<file path="src/rtl/memory_pkg.sv">
`default_nettype none
// ============================================================================
//  Module  : memory_pkg
//  Brief   : Shared types and constants for the page-table backing memory.
//  Revision: 1.0 - initial release
// ============================================================================
package memory_pkg;

   localparam int DATA_W_DFLT      = 32;
   localparam int ADDR_W_DFLT      = 32;
   localparam int DEPTH_WORDS_DFLT = 1024;

   typedef enum logic [1:0] {
      IDLE        = 2'b00,
      READ_ACCESS = 2'b01,
      RESPOND     = 2'b10
   } state_t;

   localparam logic [31:0] ROOT_PT_BASE = 32'h0000_0400;
   localparam logic [31:0] L2_PT_BASE   = 32'h0000_0800;

   // Root entry 0 points at the L2 table; the rest are leaf/flag patterns.
   localparam logic [31:0] C_ROOT_PTE0 = 32'h0000_0801;
   localparam logic [31:0] C_ROOT_PTE1 = 32'h1234_0007;
   localparam logic [31:0] C_L2_PTE0   = 32'h1000_000F;
   localparam logic [31:0] C_L2_PTE1   = 32'h1100_000F;
   localparam logic [31:0] C_L2_PTE2   = 32'h1200_0007;

endpackage : memory_pkg
`default_nettype wire

</file>
<file path="src/rtl/memory_array.sv">
`default_nettype none
// ============================================================================
//  Module  : memory_array
//  Brief   : Combinational ROM lookup of the fixed page-table image.
//  Revision: 1.0 - initial release
// ============================================================================
module memory_array
   import memory_pkg::*;
#(
   parameter int DATA_W = DATA_W_DFLT,
   parameter int IDX_W  = 10
) (
   input  logic [IDX_W-1:0]  idx,
   output logic [DATA_W-1:0] data
);

   logic [31:0] w_byte_addr;
   logic [31:0] w_word;

   assign w_byte_addr = 32'({idx, 2'b00});

   always_comb begin
      w_word = '0;
      case (w_byte_addr)
         ROOT_PT_BASE:           w_word = C_ROOT_PTE0;
         ROOT_PT_BASE + 32'h4:   w_word = C_ROOT_PTE1;
         L2_PT_BASE:             w_word = C_L2_PTE0;
         L2_PT_BASE + 32'h4:     w_word = C_L2_PTE1;
         L2_PT_BASE + 32'h8:     w_word = C_L2_PTE2;
         default:                w_word = '0;
      endcase
   end

   assign data = DATA_W'(w_word);

endmodule : memory_array
`default_nettype wire

</file>
<file path="src/rtl/memory.sv">
`default_nettype none
// ============================================================================
//  Module  : memory
//  Brief   : Read-only page-table memory behind request/response handshakes.
//  Revision: 1.0 - initial release
// ============================================================================
module memory
   import memory_pkg::*;
#(
   parameter int DATA_W      = DATA_W_DFLT,
   parameter int ADDR_W      = ADDR_W_DFLT,
   parameter int DEPTH_WORDS = DEPTH_WORDS_DFLT
) (
   input  logic              clk,
   input  logic              rst,
   input  logic              mem_req_valid_i,
   output logic              mem_req_ready_o,
   input  logic [ADDR_W-1:0] mem_addr_i,
   output logic              mem_resp_valid_o,
   input  logic              mem_resp_ready_i,
   output logic [DATA_W-1:0] mem_data_o
);

   localparam int IDX_W = $clog2(DEPTH_WORDS);

   state_t              state;
   logic [ADDR_W-1:0]   r_addr;
   logic [DATA_W-1:0]   r_data;

   logic [DATA_W-1:0]   w_rom_data;
   logic                w_in_range;
   logic                w_addr_unused;

   memory_array #(
      .DATA_W (DATA_W),
      .IDX_W  (IDX_W)
   ) u_array (
      .idx  (r_addr[IDX_W+1:2]),
      .data (w_rom_data)
   );

   // Anything above the byte window reads as zero rather than aliasing.
   assign w_in_range    = (r_addr[ADDR_W-1:IDX_W+2] == '0);
   assign w_addr_unused = ^r_addr[1:0];

   always_ff @(posedge clk) begin
      if (rst) begin
         state  <= IDLE;
         r_addr <= '0;
         r_data <= '0;
      end else begin
         case (state)
            IDLE: begin
               if (mem_req_valid_i) begin
                  r_addr <= mem_addr_i;
                  state  <= READ_ACCESS;
               end
            end
            READ_ACCESS: begin
               r_data <= w_in_range ? w_rom_data : '0;
               state  <= RESPOND;
            end
            RESPOND: begin
               if (mem_resp_ready_i) begin
                  state <= IDLE;
               end
            end
            default: state <= IDLE;
         endcase
      end
   end

   assign mem_req_ready_o  = (state == IDLE);
   assign mem_resp_valid_o = (state == RESPOND);
   assign mem_data_o       = r_data;

endmodule : memory
`default_nettype wire

</file>
<file path="config.mk">
export PLATFORM = sky130hd
export DESIGN_NAME = memory
export DESIGN_NICKNAME = d
export VERILOG_FILES = /design/src/rtl/memory_pkg.sv /design/src/rtl/memory_array.sv /design/src/rtl/memory.sv
export SDC_FILE = /design/constraint.sdc
export NUM_CORES = 1
export LEC_CHECK = 0
export BUFFER_PORTS_ARGS = -buffer_cell sky130_fd_sc_hd__buf_2
export CAP_MARGIN = 10
export CELL_PAD_IN_SITES_DETAIL_PLACEMENT = 1
export CELL_PAD_IN_SITES_GLOBAL_PLACEMENT = 1
export CORE_MARGIN = 1
export CORE_UTILIZATION = 25
export DETAILED_ROUTE_END_ITERATION = 8
export GPL_TIMING_DRIVEN = 1
export PLACE_DENSITY_LB_ADDON = 0.25
export SLEW_MARGIN = 20
export SYNTH_ARGS = -nofsm -noshare
export SYNTH_HDL_FRONTEND = slang
export SYNTH_SLANG_ARGS = --single-unit
</file>
<file path="constraint.sdc">
create_clock -name clk -period 1.8 [get_ports clk]
set_input_delay 0.09 -clock clk [delete_from_list [all_inputs] [get_ports clk]]
set_output_delay 0.09 -clock clk [all_outputs]
set_load 0.01 [all_outputs]
</file>
==> impl_results.md, run 1 <==
- Initial antenna violation count: 0
- CP Launch Type: flop
- Largest family of logic cells by synthesized area: simple AND/OR/NAND/NOR gates
- FF-to-FF setup slack: 240 ps
- Largest net degree at the start of global routing: 34
- Layout cells sized above 1: 0.249
- Post-CTS Resized: 0
- Minimum clock period: 1560 ps
- 1st-iter DRT viols: 59
- Drt wl/cell: 11.5 µm
- Async SR Flop Fraction: 0
- Capturing point of the worst reg2reg path: mem_data_o[0]$_SDFFE_PP0N_
- CP Capture Type: flop
- Max-cap violations: 0
- Die X: 83.3 µm
- Netlist Area Pre-Place: 1650 µm²
- Cell taking the most area after synthesis: dfxtp_1
- Clock Sink Count: 39
- Register-to-Register Path Depth: 4
- Number of synthesized flops with an enable pin: 0
- Synth Area in Compound Gates: 0.135
- Share of the yosys chip area belonging to registers: 0.473
- Count of final hold-check violations: 0
- Reg-to-Reg Start: r_addr[14]$_SDFFE_PP0P_
- DR vias/cell: 4.28
- Kind of critical path: reg2reg
- Register bit count reported by yosys: 39
- Starting Density: 0.260
- Worst-skew pair later-pin latency: 280 ps
- Nets: 289
- Grt ovf: 0
- Die area: 6940 µm²
- CP top delay family: simple AND/OR/NAND/NOR gates
- CP Buf/Inv Count: 0
- DRT Pass-1 Iters: 4
- Hold Buf Count CTS: 0
- VDD IR max: 0.280 mV
- Critical Path RT: 2020 ps
- Post-CTS Setup Inserts: 0
- Remaining antenna violation count: 0
- Setup TNS: 0 ps
- Synthesis-to-finish area growth: 18.6%
- Area contributors post-synth: dfxtp_1 47%, nand2_1 15%, buf_4 11%
- Xor/xnor cell area share of the yosys netlist: 0
- Worst hold start: mem_addr_i[15]
- Crit. Startpoint: r_addr[14]$_SDFFE_PP0P_
- Register Area: 781 µm²
- Power Total: 1760 µW
- Residual DRC: 0
- Synth Area in Simple Gates: 0.248
- First-pass GRT wire length: 6.31 mm
- Post-synth top area share: 0.473
- Syn avg cell area: 7.90 µm²
- Routability cong.: 0.658
- Multi-input logic area: 712 µm²
- FP Rows: 29
- RSZ-0062 raised after global routing: no
- Fillers: 786
- Final setup viols: 0
- Post-synth cell types: 23
- P per Cell Area: 900 nW/µm²
- Adder-cell share of the synthesized area: 0
- Die Ht: 83.3 µm
- CP cell instances: nor4_1 > nand4_1 > or4_4 > o21ai_1
- Mux contribution to synthesized area: 0
- I/O pins: 70
- Routed wire length: 3.78 mm
- Port Buffer Count: 46
- Count of pins over their slew limit: 0
- Root buffer cell: clkbuf_8
- Prevailing post-synth register cell: dfxtp_1
- HPWL after DPL: 2.76 mm
- Largest stage delay, worst path: 450 ps
- Critical Path Slowest Stage Cell: nor4_1
- Max H-tree Level: 2
- Diodes inserted: 0
- Hold path depth: 3
- Via count: 1,414
- Vias in the first global route: 1,371
- CTS tree: yes
- Status: complete, no violations
- Worst Path Max Fanout: 3
- Final Skew: 8.11 ps
- Clk slew on worst S/H paths: 80 ps
- CP arrival: 1780 ps
- F_max: 639 MHz
- Clock buffer depth: 2
- Yosys warnings: 0
- Fin crit share: 0.869
- Hold Path Sink: r_addr[15]$_SDFFE_PP0P_
- Lkg Pwr: 0.000861 µW
- Tightest Hold Check Type: in2reg
- CTS Buf Count: 5
- Tot GR Track Use: 0.112
- Core area: 6350 µm²
- Synth Instances: 209
[power by group]
part	switching [µW]	internal [µW]
Clock	292	301
Sequential	30.7	909
Combinational	141	89.9
Total	463	1300
[state kept, by name, summed over array words and instances (netlist names)]
name,cells
mem_data_o,7
state,2
r_addr,30
[worst max path at each step]
stage                            endpoint  slack, ps  depth (start not counted)
2_1_floorplan  mem_data_o[0]$_SDFFE_PP0N_        440                          4
3_3_place_gp   mem_data_o[2]$_SDFFE_PP0N_        270                          4
3_5_place_dp   mem_data_o[0]$_SDFFE_PP0N_        230                          4
4_1_cts        mem_data_o[0]$_SDFFE_PP0N_        210                          4
5_1_grt        mem_data_o[2]$_SDFFE_PP0N_         40                          4
6_report       mem_data_o[0]$_SDFFE_PP0N_        240                          4
[through the flow]
step	hold slack [ps]	cell area [µm²]	util	std cells	setup WS, ps
floorplan	226	1730	-	229	443
global placement	334	1870	0.295	323	270
detailed placement	339	1870	0.295	323	235
CTS	30.7	1960	0.309	330	214
global route	42.9	1960	0.309	330	41.0
finish	33.3	1960	0.309	330	236
[layer usage]
layer,wire [µm],global-route usage
met4,42,0.0376
met3,207,0.0328
met1,1710,0.135
met2,1830,0.189
met5,0,0
[cells in the mapped netlist, drive strengths merged, types with 2 or more instances]
library cell,count
a21oi,31
a32o,3
nand4,2
nand2,65
nor2b,4
inv,2
o21ai,3
dfxtp,39
clkbuf,9
nor4,5
nor2,8
nor3,4
buf,26
[layout make-up]
class	instances	area share
Sequential cell	39	0.398
Inverter	2	0.00383
Multi-Input combinational cell	153	0.363
Clock inverter	1	0.00255
Tap cell	77	0.0492
Clock buffer	6	0.0421
Timing Repair Buffer	52	0.140
[worst reg2reg max path, cell delays in order, from the launching register on]
cell and delay, ps:
dfxtp_1 320, nor4_1 450, nand4_1 160, or4_4 450, o21ai_1 140
[cell families after synthesis]
logic type | count (synthesis)
and+or+nand+nor | 92
AOI/OAI and AO/OA | 40
DFF | 39
buffers and inverters | 37
other | 1
[cell usage in the layout, fill, tap and decap left out]
cell	netlist	layout
nor2b_1	4	4
a22o_1	1	1
nand4_1	2	2
a32o_1	3	3
clkbuf_8	0	6
clkinv_2	0	1
buf_4	25	6
a21oi_1	31	31
or4_4	1	1
conb_1	1	21
a31oi_1	1	1
buf_2	1	46
nand2b_1	1	1
nor2_1	8	8
nor4_2	3	3
a21boi_0	1	1
nand3_1	1	1
nor4_1	2	2
and2_1	1	1
dfxtp_1	39	39
nor3_1	4	4
nand2_1	65	65
o21ai_1	3	3
inv_1	2	2
(Power assumes the default switching activity.)
==> run 2, diff against run 1 <==
SYNTH_HIERARCHICAL = 1   (was unset)
==> impl_results.md, run 2 <==
- DR vias/cell: 4.29 (about the same)
- Nets: 360 (+25%)
- Tot GR Track Use: 0.115 (+0.00366)
- Starting Density: 0.258 (-0.00216)
- Largest register FFs: 32 (+6.7%)
- Fin crit share: 0.847 (-0.0223)
- Worst Path Max Fanout: 32 (+29)
- GR Util met3: 0.0383 (+0.00550)
- Core area: 9770 µm² (+54%)
- Fillers: 1,147 (+46%)
- Crit. Startpoint: r_addr[22]$_SDFFE_PP0P_
- FP Rows: 36 (+24%)
- Worst-skew pair later-pin latency: 330 ps (+50 ps)
- CP arrival: 1800 ps (+20 ps)
- Most frequent cell after synthesis: dfxtp_1
- RSZ-0062 raised after global routing: no
- Power Total: 3150 µW (+78%)
- Register Area: 1280 µm² (+64%)
- HPWL after DPL: 3.84 mm (+39%)
- Minimum clock period: 1520 ps (-40.2 ps)
- Met2 GRT Util: 0.192 (+0.00253)
- Diodes inserted: 0 (unchanged)
- Synthesis-to-finish area growth: 34.0%
- CP Launch Type: flop
- I/O pins: 70 (unchanged)
- Netlist Area Pre-Place: 2520 µm² (+53%)
- Kind of critical path: reg2reg
- Post-synth cell types: 23 (unchanged)
- Number of synthesized flops with an enable pin: 0 (unchanged)
- Final Skew: 9.95 ps (+1.84 ps)
- Async SR Flop Fraction: 0 (unchanged)
- Setup TNS: 0 ps (unchanged)
- Remaining antenna violation count: 0 (unchanged)
- Routability cong.: 0.700 (+6.4%)
- Post-synth top area share: 0.508 (+0.0355)
- Most common cell after layout, fill and taps aside: buf_2
- Routed wire length: 5.66 mm (+49%)
- Max H-tree Level: 3 (+1)
- Synth Instances: 235 (+12%)
- F_max: 656 MHz (+2.6%)
- First-pass GRT wire length: 9.09 mm (+44%)
- Worst hold start: mem_addr_i[10]
- Prevailing post-synth register cell: dfxtp_1
- Most frequent cells in the layout: 67 x buf_2, 64 x dfxtp_1, 34 x nor2_1, 32 x a32o_1, 30 x mux2i_1
- Status: complete, no violations
- Cell taking the most area after synthesis: dfxtp_1
- Capturing point of the worst reg2reg path: mem_data_o[20]$_SDFFE_PP0N_
- Syn avg cell area: 10.7 µm² (+36%)
- FF-to-FF setup slack: 280 ps (+40 ps)
- Die X: 102 µm (+23%)
- Tightest Hold Check Type: in2reg
- Met1 Use GR: 0.136 (+0.000511)
- Die area: 10,500 µm² (+51%)
- Setup crit end: mem_data_o[20]$_SDFFE_PP0N_
- P per Cell Area: 931 nW/µm² (+3.5%)
- Initial antenna violation count: 0 (unchanged)
- CTS tree: yes
- 1st-iter DRT viols: 41 (-31%)
- Vias in the first global route: 1,945 (+42%)
- Final setup viols: 0 (unchanged)
- Clk slew on worst S/H paths: 70 ps (about the same)
- Via count: 1,977 (+40%)
- Clock Sink Count: 64 (+64%)
- Max-cap violations: 0 (unchanged)
- Busiest grt layer: met2
- VDD IR max: 0.373 mV (+33%)
- Grt ovf: 0 (unchanged)
- Drt wl/cell: 12.3 µm (+7.0%)
- Port Buffer Count: 67 (+46%)
- Root buffer cell: clkbuf_8
- Commonest cells post-synth: 64 x dfxtp_1, 34 x nor2_1, 32 x a32o_1
- Yosys warnings: 6 (+6)
- Register bit count reported by yosys: 64 (+64%)
- CTS Buf Count: 9 (+4)
- Share of the yosys chip area belonging to registers: 0.508 (+0.0355)
- Largest net degree at the start of global routing: 33 (-2.9%)
- Lkg Pwr: 0.00148 µW (+72%)
- DRT Pass-1 Iters: 4 (unchanged)
- Reg-to-Reg Start: r_addr[22]$_SDFFE_PP0P_
- Layout cells sized above 1: 0.287 (+0.0376)
- Register-to-Register Path Depth: 4 (unchanged)
- Die Ht: 102 µm (+23%)
- Area contributors post-synth: dfxtp_1 51%, a32o_1 13%, mux2i_1 12%
- Count of pins over their slew limit: 0 (unchanged)
- Residual DRC: 0 (unchanged)
- Hold path depth: 3 (unchanged)
- CP Capture Type: flop
- Critical Path RT: 2070 ps (+50 ps)
- Post-CTS Setup Inserts: 0 (unchanged)
- Clock buffer depth: 2 (unchanged)
- Count of final hold-check violations: 0 (unchanged)
- Multi-input logic area: 1040 µm² (+46%)
==> run 2: cell count changes in the layout (fill, tap and decap cells not counted), moves of 3 or more <==
cell,delta
nor4_1,+3
mux2i_1,+30
nand2_1,-62
dfxtp_1,+25
a21oi_1,-27
clkbuf_8,+6
o21ai_1,-3
buf_2,+21
nand2b_1,+3
dlygate4sd3_1,+27
nor2_1,+26
a32o_1,+29
==> run 2: cell families after synthesis <==
kind of cell | synth area share
buffers and inverters | 0.113
flip-flops | 0.508
AND/OR/NAND/NOR | 0.123
other | 0.00149
AO/OA/AOI/OAI | 0.135
multiplexers | 0.119
==> run 2: metal layers <==
metal	up-vias	wire, µm
li1	982	-
met1	938	2650
met2	51	2660
met3	6	279
met4	0	73
met5	-	0
==> run 2: through the flow <==
stage / hold slack (ps) / setup WS [ps] / utilization / cell area (µm²) / cells
2_1_floorplan: 237 / 313 / - / 2600 / 255
3_3_place_gp: 325 / 307 / 0.297 / 2900 / 419
3_5_place_dp: 333 / 296 / 0.297 / 2900 / 419
4_1_cts: 3.66 / 282 / 0.346 / 3380 / 461
5_1_grt: 2.80 / 240 / 0.346 / 3380 / 461
6_report: 13.9 / 276 / 0.346 / 3380 / 461
==> run 2: where the power goes <==
group	total [µW]	switching, µW	internal, µW	leakage [µW]
registers	1510	36.5	1470	0.000521
logic	362	183	179	0.000855
clock network	1280	531	747	0.000102
==> run 2: timing repair <==
item	4_1_cts	5_1_grt
hold buffers	27	0
resized for setup	0	0
hold endpoints to repair	27	0
==> run 2: cell type report <==
type	count	share of cell area
inverters	1	0.00111
clock buffers	13	0.0500
multi-input cells	147	0.307
flip-flops and latches	64	0.379
repair buffers	101	0.202
clock inverters	2	0.0111
well taps	133	0.0493
==> run 2: critical path: stages, from the launching register on <==
cell     delay [ps]
dfxtp_1         310
or4_4           540
nor4_4          190
buf_12          220
a32o_1          180
==> run 2: how the worst min path moves through the flow <==
stage	end	slack [ps]
final	r_addr[10]$_SDFFE_PP0P_	10
after global routing	r_addr[8]$_SDFFE_PP0P_	3
after CTS	r_addr[8]$_SDFFE_PP0P_	4
after detailed placement	r_addr[18]$_SDFFE_PP0P_	330
after global placement	r_addr[20]$_SDFFE_PP0P_	330
after floorplan	r_addr[14]$_SDFFE_PP0P_	240
==> run 3, diff against run 2 <==
clock period = 1.3 ns   (was 1.8 ns; I/O delays follow)
==> impl_results.md, run 3 (synthesis results as in run 2) <==
- CP Capture Type: flop
- Count of pins over their slew limit: 0 (unchanged)
- VDD IR max: 0.456 mV (+22%)
- Hold path depth: 3 (unchanged)
- CTS Buf Count: 9 (unchanged)
- I/O pins: 70 (unchanged)
- First-pass GRT wire length: 9.75 mm (+7.2%)
- Die X: 102 µm (unchanged)
- Status: finished with violations
- Max H-tree Level: 3 (unchanged)
- Tightest Hold Check Type: in2reg
- Drt wl/cell: 12.4 µm (+1.4%)
- HPWL after DPL: 4.09 mm (+6.3%)
- Port Buffer Count: 67 (unchanged)
- Routability cong.: 0.746 (+6.4%)
- Reg power frac: 0.481 (+0.002)
- Most common cell after layout, fill and taps aside: buf_2
- Dpl ws: -145 ps (-441 ps)
- CP Depth: 4 (unchanged)
- Largest register FFs: 32 (unchanged)
- CP Buf/Inv Count: 1 (unchanged)
- FF-to-FF setup slack: -140 ps (-410 ps)
- Critical Path Slowest Stage Cell: or4_4
- Register-to-Register Path Depth: 4 (unchanged)
- Final Skew: 7.67 ps (-2.28 ps)
- Worst Path Max Fanout: 14 (-56%)
- Clock buffer depth: 2 (unchanged)
- Starting Density: 0.258 (unchanged)
- NetSw: 1060 µW (+41%)
- Initial antenna violation count: 0 (unchanged)
- Max-cap violations: 0 (unchanged)
- Vias in the first global route: 2,084 (+7.1%)
- CP arrival: 1720 ps (-80 ps)
- Tot GR Track Use: 0.121 (+0.00569)
- Fin crit share: 1.11 (+0.259)
- Setup TNS: -1420 ps (-1420 ps)
- CP top delay family: simple AND/OR/NAND/NOR gates
- Final core utilization: 0.364 (+0.0180)
- Clock share of power: 0.382 (-0.024)
- CP Launch Type: flop
- Via count: 2,023 (+2.3%)
- Kind of critical path: reg2reg
- Count of final hold-check violations: 0 (unchanged)
- Layout cells sized above 1: 0.324 (+0.0371)
- Die area: 10,500 µm² (unchanged)
- Synthesis-to-finish area growth: 41.0%
- Number of instances in the placed design: 429 (+2.4%)
- Diodes inserted: 0 (unchanged)
- Hold Slack: 6.88 ps (-6.99 ps)
- Lkg Pwr: 0.00158 µW (+7.1%)
- Remaining antenna violation count: 0 (unchanged)
- Failing checks: setup timing
- Critical Path RT: 1580 ps (-490 ps)
- Clock Sink Count: 64 (unchanged)
- Minimum clock period: 1440 ps (-86.1 ps)
- Grt ovf: 0 (unchanged)
- Min setup slack post-route: -138 ps (-414 ps)
- Combinational share of power: 0.136 (+0.021)
- Most frequent cells in the layout: 67 x buf_2, 62 x dfxtp_1, 34 x nor2_1, 32 x a32o_1
- FP Rows: 36 (unchanged)
- Die Ht: 102 µm (unchanged)
- F_max: 696 MHz (+6.0%)
- Routed wire length: 5.96 mm (+5.4%)
- Cell Int Power: 3270 µW (+37%)
- Final setup viols: 11 (+11)
- Root buffer cell: clkbuf_8
- RSZ-0062 raised after global routing: yes
- DRT Pass-1 Iters: 4 (unchanged)
- Residual DRC: 0 (unchanged)
- Largest stage delay, worst path: 540 ps (about the same)
- Core area: 9770 µm² (unchanged)
- Clk slew on worst S/H paths: 70 ps (about the same)
- 1st-iter DRT viols: 47 (+15%)
- Worst-skew pair later-pin latency: 330 ps (about the same)
- CP cell instances: or4_4 > nor4_4 > buf_12 > a32o_1
- Final non-filler cell total: 479 (+3.9%)
- P per Cell Area: 1220 nW/µm² (+31%)
- Largest net degree at the start of global routing: 33 (unchanged)
- Nets: 378 (+5.0%)
- Switching fraction of total power: 0.244 (+0.00579)
- DR vias/cell: 4.22 (-1.5%)
- CTS tree: yes
run 3: changes by cell type in the layout (fill, tap and decap cells not counted), moves of 2 or more:
cell / change
dfxtp_2: +2
dlygate4sd3_1: +3
buf_12: +2
dfxtp_1: -2
clkinv_2: +3
clkbuf_8: -2
buf_4: +12
run 3: final timing paths:
kind	from	end
max reg2reg	r_addr[22]$_SDFFE_PP0P_	mem_data_o[1]$_SDFFE_PP0N_
min	mem_addr_i[3]	r_addr[3]$_SDFFE_PP0P_
min reg2reg	mem_data_o[30]$_SDFFE_PP0N_	mem_data_o[30]$_SDFFE_PP0N_
max	r_addr[22]$_SDFFE_PP0P_	mem_data_o[1]$_SDFFE_PP0N_
run 3: tightest hold or removal path, stage by stage:
cell     delay, ps
buf_2           80
mux2i_1         60
nor2_1          90
run 3: layout make-up:
cell class	instances	area [µm²]
Clock inverter	4	45.0
Tap cell	133	166
Sequential cell	64	1280
Multi-Input combinational cell	147	1050
Timing Repair Buffer	119	868
Clock buffer	11	141
Fill cell	1125	6220
Inverter	1	3.75
run 3: what timing repair did:
action                                  4_1_cts  5_1_grt
hold buffers                                 30        0
hold endpoints to repair                     30        0
pin swaps                                     0        1
resized for setup                             1        2
endpoints found under the setup margin       21       60
cloned                                        0        1
setup buffers                                 1        3
run 3: power by group through the flow:
stage                     Combinational [µW]  Sequential, µW  Clock [µW]
after CTS                                569            2080        1730
after global placement                   491            2130           0
final                                    590            2090        1660
after global routing                     653            2090        1820
after floorplan                          359            2120           0
after detailed placement                 496            2130           0
run 3: through the flow:
stage / total power, µW / instance area [µm²]
finish: 4330 / 3550
global route: 4560 / 3550
CTS: 4380 / 3500
detailed placement: 2620 / 3010
global placement: 2620 / 3010
floorplan: 2480 / 2610
run 3: layer usage:
metal | global-route usage | vias up | share of wire
met5 | 0 | - | 0
met4 | 0.0429 | 0 | 0.010
met3 | 0.0424 | 5 | 0.051
met2 | 0.209 | 53 | 0.49
met1 | 0.138 | 947 | 0.44
li1 | - | 1018 | -
